File: src/rtl/sys_bus_pkg.sv
// Shared state encoding and elaboration helpers for sys_bus_ctrl.
// Optional I/O timeout is enabled by defining SYS_BUS_TIMEOUT_EN.
package sys_bus_pkg;

    typedef enum logic [0:0] {
        ST_IDLE = 1'b0,
        ST_WAIT = 1'b1
    } bus_state_e;

    function automatic int clog2(input int value);
        int v;
        int r;
        v = value - 1;
        r = 0;
        while (v > 0) begin
            r++;
            v = v >> 1;
        end
        return r;
    endfunction

    // Lowest address bit that identifies the I/O window as a whole.
    function automatic int io_win_lsb(input int slot_aw, input int slots);
        return slot_aw + clog2(slots);
    endfunction

endpackage

File: src/rtl/reset_sync_stretch.sv
// Synchronises PLL lock and the reset button, then holds cpu_reset_b low
// for RST_STRETCH cycles after every reset source has released.
module reset_sync_stretch
    import sys_bus_pkg::*;
#(
    parameter int RST_STRETCH = 16
) (
    input  logic clk,
    input  logic reset,
    input  logic pll_lock,
    input  logic sw_reset_b,
    output logic cpu_reset_b
);

    localparam int CW = clog2(RST_STRETCH + 1);
    localparam logic [CW-1:0] CNT_LAST = CW'(RST_STRETCH - 1);

    logic [1:0]    lock_q;
    logic [1:0]    sw_q;
    logic [CW-1:0] cnt_q, cnt_d;
    logic          rst_b_q, rst_b_d;
    logic          src;

    assign src = reset | ~lock_q[1] | ~sw_q[1];

    always_comb begin
        cnt_d   = cnt_q;
        rst_b_d = rst_b_q;
        if (src) begin
            cnt_d   = '0;
            rst_b_d = 1'b0;
        end else if (cnt_q == CNT_LAST) begin
            rst_b_d = 1'b1;
        end else begin
            cnt_d = cnt_q + 1'b1;
        end
    end

    always_ff @(posedge clk) begin
        if (reset) begin
            lock_q <= '0;
            sw_q   <= '0;
        end else begin
            lock_q <= {lock_q[0], pll_lock};
            sw_q   <= {sw_q[0], sw_reset_b};
        end
        cnt_q   <= cnt_d;
        rst_b_q <= rst_b_d;
    end

    assign cpu_reset_b = rst_b_q;

endmodule

File: src/rtl/sys_bus_ctrl.sv
// System bus glue: reset sequencing, RAM/IO decode, wait-state insertion and read mux.
// Define SYS_BUS_TIMEOUT_EN to force-complete stalled I/O accesses and flag bus_err.
//
// state   | meaning
// ST_IDLE | CPU running; a new access may be accepted or stalled
// ST_WAIT | CPU stalled until wait count expires and the target is ready
module sys_bus_ctrl
    import sys_bus_pkg::*;
#(
    parameter int                ADDR_W      = 16,
    parameter int                DATA_W      = 16,
    parameter int                RAMSIZE     = 12,
    parameter logic [ADDR_W-1:0] IO_BASE     = 16'hfe00,
    parameter int                IO_SLOTS    = 4,
    parameter int                IO_SLOT_AW  = 3,
    parameter int                RAM_WAIT    = 0,
    parameter int                IO_WAIT     = 1,
    parameter int                RST_STRETCH = 16,
    parameter int                TIMEOUT     = 255
) (
    input  logic                       clk,
    input  logic                       reset,
    input  logic                       pll_lock,
    input  logic                       sw_reset_b,
    output logic                       cpu_reset_b,
    input  logic [ADDR_W-1:0]          cpu_address,
    input  logic                       cpu_vpa,
    input  logic                       cpu_vda,
    output logic                       cpu_clken,
    output logic [DATA_W-1:0]          cpu_din,
    input  logic [DATA_W-1:0]          ram_dout,
    output logic                       ram_cs_b,
    input  logic [IO_SLOTS*DATA_W-1:0] io_dout,
    input  logic [IO_SLOTS-1:0]        io_ready,
    output logic [IO_SLOTS-1:0]        io_cs_b,
    output logic                       bus_err
);

    localparam int SLOT_W  = clog2(IO_SLOTS);
    localparam int WIN_LSB = io_win_lsb(IO_SLOT_AW, IO_SLOTS);

    bus_state_e        state_q, state_d;
    logic [3:0]        cnt_q, cnt_d;
    logic [3:0]        wait_cyc;
    logic [SLOT_W-1:0] slot;
    logic              io_hit, ram_hit, access, ready_ok;
    logic              clken_fsm, tmo_fire;
    logic              unused_addr;

    reset_sync_stretch #(.RST_STRETCH(RST_STRETCH)) u_rst (
        .clk         (clk),
        .reset       (reset),
        .pll_lock    (pll_lock),
        .sw_reset_b  (sw_reset_b),
        .cpu_reset_b (cpu_reset_b)
    );

    assign io_hit  = cpu_address[ADDR_W-1:WIN_LSB] == IO_BASE[ADDR_W-1:WIN_LSB];
    assign slot    = cpu_address[IO_SLOT_AW +: SLOT_W];
    assign ram_hit = ~io_hit & ((&cpu_address[ADDR_W-1:RAMSIZE]) | ~(|cpu_address[ADDR_W-1:RAMSIZE]));
    assign ram_cs_b = ~ram_hit;
    assign unused_addr = ^cpu_address[IO_SLOT_AW-1:0];

    always_comb begin
        io_cs_b = '1;
        if (io_hit) io_cs_b[slot] = 1'b0;
    end

    assign access   = (cpu_vpa | cpu_vda) & (io_hit | ram_hit);
    assign ready_ok = io_hit ? io_ready[slot] : 1'b1;
    assign wait_cyc = io_hit ? 4'(IO_WAIT) : 4'(RAM_WAIT);

`ifdef SYS_BUS_TIMEOUT_EN
    localparam int TW = clog2(TIMEOUT + 1);

    logic [TW-1:0] tmo_q, tmo_d;
    logic          bus_err_q;

    assign tmo_fire = (state_q == ST_WAIT) & io_hit & ~io_ready[slot] & (tmo_q == TW'(TIMEOUT));

    always_comb begin
        tmo_d = '0;
        if (state_q == ST_WAIT && io_hit && tmo_q != TW'(TIMEOUT)) tmo_d = tmo_q + 1'b1;
    end

    always_ff @(posedge clk) begin
        if (reset) begin
            tmo_q     <= '0;
            bus_err_q <= 1'b0;
        end else begin
            tmo_q <= tmo_d;
            if (tmo_fire) bus_err_q <= 1'b1;
        end
    end

    assign bus_err = bus_err_q;
`else
    logic unused_timeout;
    assign unused_timeout = (TIMEOUT != 0);
    assign tmo_fire       = 1'b0;
    assign bus_err        = 1'b0;
`endif

    always_comb begin
        state_d   = state_q;
        cnt_d     = cnt_q;
        clken_fsm = 1'b1;
        case (state_q)
            ST_IDLE: begin
                if (access && !(wait_cyc == 4'd0 && ready_ok)) begin
                    clken_fsm = 1'b0;
                    cnt_d     = (wait_cyc == 4'd0) ? 4'd0 : wait_cyc - 4'd1;
                    state_d   = ST_WAIT;
                end
            end
            ST_WAIT: begin
                clken_fsm = 1'b0;
                if ((cnt_q == 4'd0 && ready_ok) || tmo_fire) begin
                    clken_fsm = 1'b1;
                    state_d   = ST_IDLE;
                end else if (cnt_q != 4'd0) begin
                    cnt_d = cnt_q - 4'd1;
                end
            end
            default: state_d = ST_IDLE;
        endcase
    end

    always_ff @(posedge clk) begin
        if (reset) begin
            state_q <= ST_IDLE;
            cnt_q   <= 4'd0;
        end else begin
            state_q <= state_d;
            cnt_q   <= cnt_d;
        end
    end

    // Holding clken high during reset lets the CPU see its own reset edges.
    assign cpu_clken = reset | clken_fsm;

    always_comb begin
        if (tmo_fire)     cpu_din = '1;
        else if (io_hit)  cpu_din = io_dout[slot*DATA_W +: DATA_W];
        else if (ram_hit) cpu_din = ram_dout;
        else              cpu_din = '1;
    end

endmodule

File: config.mk
export PLATFORM = sky130hd
export DESIGN_NAME = sys_bus_ctrl
export DESIGN_NICKNAME = d
export VERILOG_FILES = /design/src/rtl/sys_bus_pkg.sv /design/src/rtl/reset_sync_stretch.sv /design/src/rtl/sys_bus_ctrl.sv
export SDC_FILE = /design/constraint.sdc
export NUM_CORES = 1
export LEC_CHECK = 0
export CAP_MARGIN = 20
export CORE_ASPECT_RATIO = 1.2
export CORE_MARGIN = 4
export CORE_UTILIZATION = 30
export DETAILED_ROUTE_END_ITERATION = 7
export GPL_TIMING_DRIVEN = 0
export PLACE_DENSITY = 0.83
export SYNTH_ARGS = -nofsm -noshare
export SYNTH_HDL_FRONTEND = slang
export SYNTH_SLANG_ARGS = --single-unit
File: constraint.sdc
create_clock -name clk -period 1.72 [get_ports clk]
set_clock_uncertainty 0.1 [all_clocks]
set_input_delay 0.172 -clock clk [delete_from_list [all_inputs] [get_ports clk]]
set_output_delay 0.172 -clock clk [all_outputs]
set_load 0.02 [all_outputs]
# Yosys cells after proc, flatten, opt, wreduce, memory -nomap -nowiden

Cells that the tools add are included.
W data, S select, Z words.

Bits of input ports: 106
Flip-flop bits (word level): 15
Word-level logic and storage cells: 63

Order comparisons: 2
Reduce and logical (&&, ||, !) cells: 11
Add/sub/neg operators: 3
Bitwise gates (word level): 15
Eq/ne operators: 5
Shift operators: 1
Mux-type cells: 20

Operators by type and width:

| cell                   | number |
|---|---|
| $shiftx A64 B7 Y16     | 1 |
| $mux W16               | 2 |
| $mux W4                | 5 |
| $eq A11 B11 Y1 const B | 1 |
| $logic_not A4 Y1       | 2 |
| $mux W1                | 8 |
| $pmux W4 S2            | 1 |
| $not A1 Y1             | 6 |
| $or A1 B1 Y1           | 6 |
| $add A5 B1 Y5 const B  | 1 |
| $eq A5 B4 Y1 const B   | 1 |
| $logic_and A1 B1 Y1    | 4 |
| $ne A2 B2 Y1 const B   | 2 |
| $not A4 Y4             | 1 |
| $pmux W1 S2            | 2 |
| $reduce_and A4 Y1      | 1 |
| $reduce_bool A4 Y1     | 1 |
| $reduce_or A4 Y1       | 1 |
| $sub A4 B1 Y4 const B  | 1 |
| $lt A2 B3 Y1 const B   | 1 |
| $reduce_and A3 Y1      | 1 |
| $and A1 B1 Y1          | 2 |
| $bmux W1 S2            | 1 |
| $demux W1 S2           | 1 |
| 4 further kinds        | 4 |

# Logic depth before layout (Yosys ltp)

Depth in word-level cells: 10
Depth in mapped cells: 7

# Modules after synthesis

A second synthesis with hierarchy kept.

Cells, all modules: 120
Area, all modules: 1320.0 µm²

Modules (own cells, without submodules):

| module             | area each (µm²) | instances | sequential area each (µm²) | cells an instance |
|---|---|---|---|---|
| sys_bus_ctrl       | 937.1           | 1         | 100.1                      | 85 |
| reset_sync_stretch | 382.9           | 1         | 200.2                      | 35 |

# Worst setup path before layout

No wires, ideal clock.

Kind: reg-to-reg
Start: register u_rst.cnt_q[0]
End: register u_rst.cnt_q[3]
Arrival: 1371 ps
Required time: 1499 ps
Setup time: 121 ps
Slack: 129 ps
Cell stages (with the launch flop): 8
Cells stage by stage: dfxtp_1 ha_1 and3_1 ha_1 clkbuf_1 nand4b_1 xor2_1 nor2_1

Cells in the longest elaborated chain, start to end: 1

Ends and longest elaborated chain:

| item                                          | line                                               | source |
|---|---|---|
| start, declared                               | reset_sync_stretch.sv:20                           | `logic [CW-1:0] cnt_q, cnt_d;` |
| start signal, assigned                        | reset_sync_stretch.sv:47                           | `cnt_q <= cnt_d;` |
| $add A5 B1 Y5 or $eq A5 B4 Y1 (tied branches) | reset_sync_stretch.sv:35, reset_sync_stretch.sv:32 |  |

Several ways; a longest one is shown, not always the timed one.
A chain may end at the register's enable or synchronous reset.

# Final worst setup path

Start: input cpu_address[5]
End: output cpu_din[0]

Cells in the longest elaborated chain, start to end: 5

Ends and longest elaborated chain:

| item               | line                | source |
|---|---|---|
| start, declared    | sys_bus_ctrl.sv:26  | `input logic [ADDR_W-1:0] cpu_address,` |
| $eq A11 B11 Y1 (*) | sys_bus_ctrl.sv:58  | `assign io_hit = cpu_address[ADDR_W-1:WIN_LSB] == IO_BASE[ADDR_W-1:WIN_LSB];` |
| $not A1 Y1         | sys_bus_ctrl.sv:60  | `assign ram_hit = ~io_hit & ((&cpu_address[ADDR_W-1:RAMSIZE]) \| ~(\|cpu_address[ADDR_W-1:RAMSIZE]));` |
| $and A1 B1 Y1      | sys_bus_ctrl.sv:60  |  |
| $mux W16           | sys_bus_ctrl.sv:145 | `else if (ram_hit) cpu_din = ram_dout;` |
| $mux W16 (*)       | sys_bus_ctrl.sv:144 | `else if (io_hit) cpu_din = io_dout[slot*DATA_W +: DATA_W];` |
| end, declared      | sys_bus_ctrl.sv:30  | `output logic [DATA_W-1:0] cpu_din,` |

Mark *: on every way between the ends. The rest lies on a longest branch, timed or not.

==> flow_metrics.tcl <==
set metrics [dict create \
    endpoint_kind "primary output" \
    post-route-period-util_pct 99.02 \
    ys_types 34 \
    status "complete, no violations" \
    max_cap_violations 0 \
    gr-total-overflow 0 \
    clock_path_buffers 2 \
    dp_hpwl_um 4538 \
    r2r_start "state_q" \
    wl_per_cell_um 16.96 \
    syn_nets 229 \
    die_w_um 68.38 \
    worst_setup_path_start_kind "input pin" \
    mappedNetlistArea_sq_mm 0.001313 \
    core_area_sq_mm 0.004229 \
    final_nets 372 \
    clk_latency_ns 0.24 \
    ys_seq_area_share_pct 22.88 \
    p_per_area_mw_per_mm2 372.7 \
    numPortBuffers 125 \
    power_mw 1.071 \
    cts_hold_buf 0 \
    leakage_nw 1.067 \
    n_antenna_cell 0 \
    gp_congestion 0.7791 \
    postSynth.asyncResetShare_pct 0 \
    synthFlopType "dfxtp_1" \
    critPathMaxFanout 8 \
    via_count 1593 \
    hold_class "reg2reg" \
    initial_utilization_pct 31.04 \
    critical_path.startpoint "cpu_address[5]" \
    numClockSinks 15 \
    layout.cells.non_filler 318 \
    setup_viol 0 \
    dpl.cell_count 301 \
    required_ns 1.45 \
    arrival_ns 1.43 \
    fin_crit_ns 1.703 \
    rows 26 \
    clk_pin_slew_ns 0.06 \
    ir_drop_uv 196.5 \
    dieArea_sq_mm 0.005502 \
    die_y_um 80.46 \
    layout-drive-gt1-share_pct 38.55 \
    drt_wl_total_um 5392 \
    firstDrtPassIters 4 \
    antenna_found_initial 0 \
    grt_pass1_vias 1701 \
    io_pins 130 \
    synth_area_per_cell_sq_um 10.94 \
    drt_iter0_drc 30 \
    cp_cell_sequence "buf_6, nor4_4, buf_4, nand3_2, buf_6, buf_12, o22a_2, buf_4" \
    synth-edff-count 0 \
    slowest_delay_ns 0.30 \
    areaGrowthSynthToFinish_pct 118.9 \
    tritoncts "built" \
    htree_levels 1 \
    syn_inst 120 \
    ys_ff_latch 15 \
    hold_viol 0 \
    yosysWarnings 0 \
    grt_usage_pct 20.31 \
    min_from "u_rst.lock_q[0]" \
    crit_slowest_cell "nor4_4" \
    ant_nets 0 \
    rsz0062_at_grt "yes" \
    grt_max_degree 11 \
    numCtsBuffers 3 \
    max_clock_freq_mhz 587.1 \
    critPathKind "in2out" \
    grt_pass1_wl_um 8142 \
    drc 0 \
    slew_viol_final 0 \
    clock-root-buffer "clkbuf_8" \
    routed_via_density 5.009 \
]
## power by group
part	internal (mW)	switching (mW)	leakage (nW)
registers	0.352	0.000990	0.123
logic	0.317	0.122	0.922
clock network	0.164	0.115	0.0228
total	0.833	0.237	1.07
## state kept, by name (all words and copies together) (netlist names)
register / count
u_rst.cnt_q: 5
cnt_q: 4
u_rst.lock_q: 2
u_rst.sw_q: 2
state_q: 1
u_rst.cpu_reset_b: 1
## layout make-up
type | count | area, sq um
Fill cell | 350 | 1356
Buffer | 9 | 95.09
Timing Repair Buffer | 139 | 1335
Tap cell | 56 | 70.07
Multi-Input combinational cell | 90 | 1006
Sequential cell | 15 | 302.8
Clock buffer | 4 | 45.04
Inverter | 5 | 18.77
## placed cells by master, fill, tap and decap left out, drive strengths merged
cell / n
ha: 3
mux4: 17
o32ai: 1
nand2b: 1
nor4: 2
inv: 5
a21o: 1
or3: 2
o22a: 16
mux2i: 2
nand3: 2
buf: 46
nor2b: 5
dlygate4sd2: 7
o311ai: 1
o21ai: 1
o31ai: 1
xor2: 3
nand3b: 4
dfxtp: 15
and3: 2
nand2: 3
nor2: 10
clkbuf: 8
clkdlybuf4s50: 86
xnor2: 1
nor3b: 1
conb: 1
nand4b: 1
nor3: 4
a21oi: 3
a31oi: 1
clkdlybuf4s15: 5
and4: 1
## stage by stage
step | area, sq um | utilization (%) | hold WS, ns | setup WS [ns] | TNS, ns
finish | 2873 | 67.93 | 0.3427 | 0.01680 | 0
global route | 2873 | 67.93 | 0.3538 | -0.02788 | -0.2022
detailed placement | 2634 | 62.28 | 0.3281 | -0.9396 | -20.03
global placement | 2634 | 62.28 | 0.3213 | -0.9547 | -19.84
floorplan | 1313 | - | 0.2002 | 0.1288 | 0
CTS | 2819 | 66.66 | 0.3416 | -0.03660 | -0.1830
## critical path: cells and delay by family
family / cells / cell delay [ns]
buf+inv: 5 / 0.69
simple gates: 2 / 0.38
compound gates: 1 / 0.19
## metal layers
metal,global-route usage [%],wire length (um)
met1,18.13,1689
met2,37.92,2940
met3,8.252,542
met4,9.344,221
met5,0,0
## repair_timing
item                                    4_1_cts  5_1_grt
cloned                                        1        0
endpoints found under the setup margin       22       21
pin swaps                                    11       10
gates resized for setup                     179       13
setup buffers                                10        3
## final timing paths
path / endpoint / slack, ns / cells past startpoint
worst max register to register: state_q / 0.18 / 7
worst max-delay path: cpu_din[0] / 0.02 / 8
worst min register to register: u_rst.lock_q[1] / 0.34 / 1
worst min-delay path: u_rst.lock_q[1] / 0.34 / 1
## cell usage after synthesis, drive strengths merged (2+ instances only)
cell type	count	area, sq um
inv	5	18.77
mux4	17	382.9
clkbuf	4	15.01
nor2	10	37.54
nand3b	4	30.03
or3	2	12.51
nor4	2	27.53
nand2	3	11.26
and3	2	12.51
a21oi	3	15.01
nor3	4	20.02
ha	3	37.54
o22a	16	160.2
nand3	2	10.01
xor2	3	26.28
mux2i	2	20.02
buf	6	41.28
nor2b	5	31.28
dfxtp	15	300.3
## cell families (layout without fill, tap and decap cells)
logic type / count (synthesis) / in the layout / synth area share [%]
compound gates: 25 / 25 / 17.83
xor+xnor: 4 / 4 / 2.670
fa+ha+maj: 3 / 3 / 2.860
buf+inv: 15 / 157 / 5.719
flops: 15 / 15 / 22.88
mux: 19 / 19 / 30.70
other cells: 1 / 1 / 0.2857
simple gates: 38 / 38 / 17.07
No activity file was read; power rests on OpenSTA's default activity.
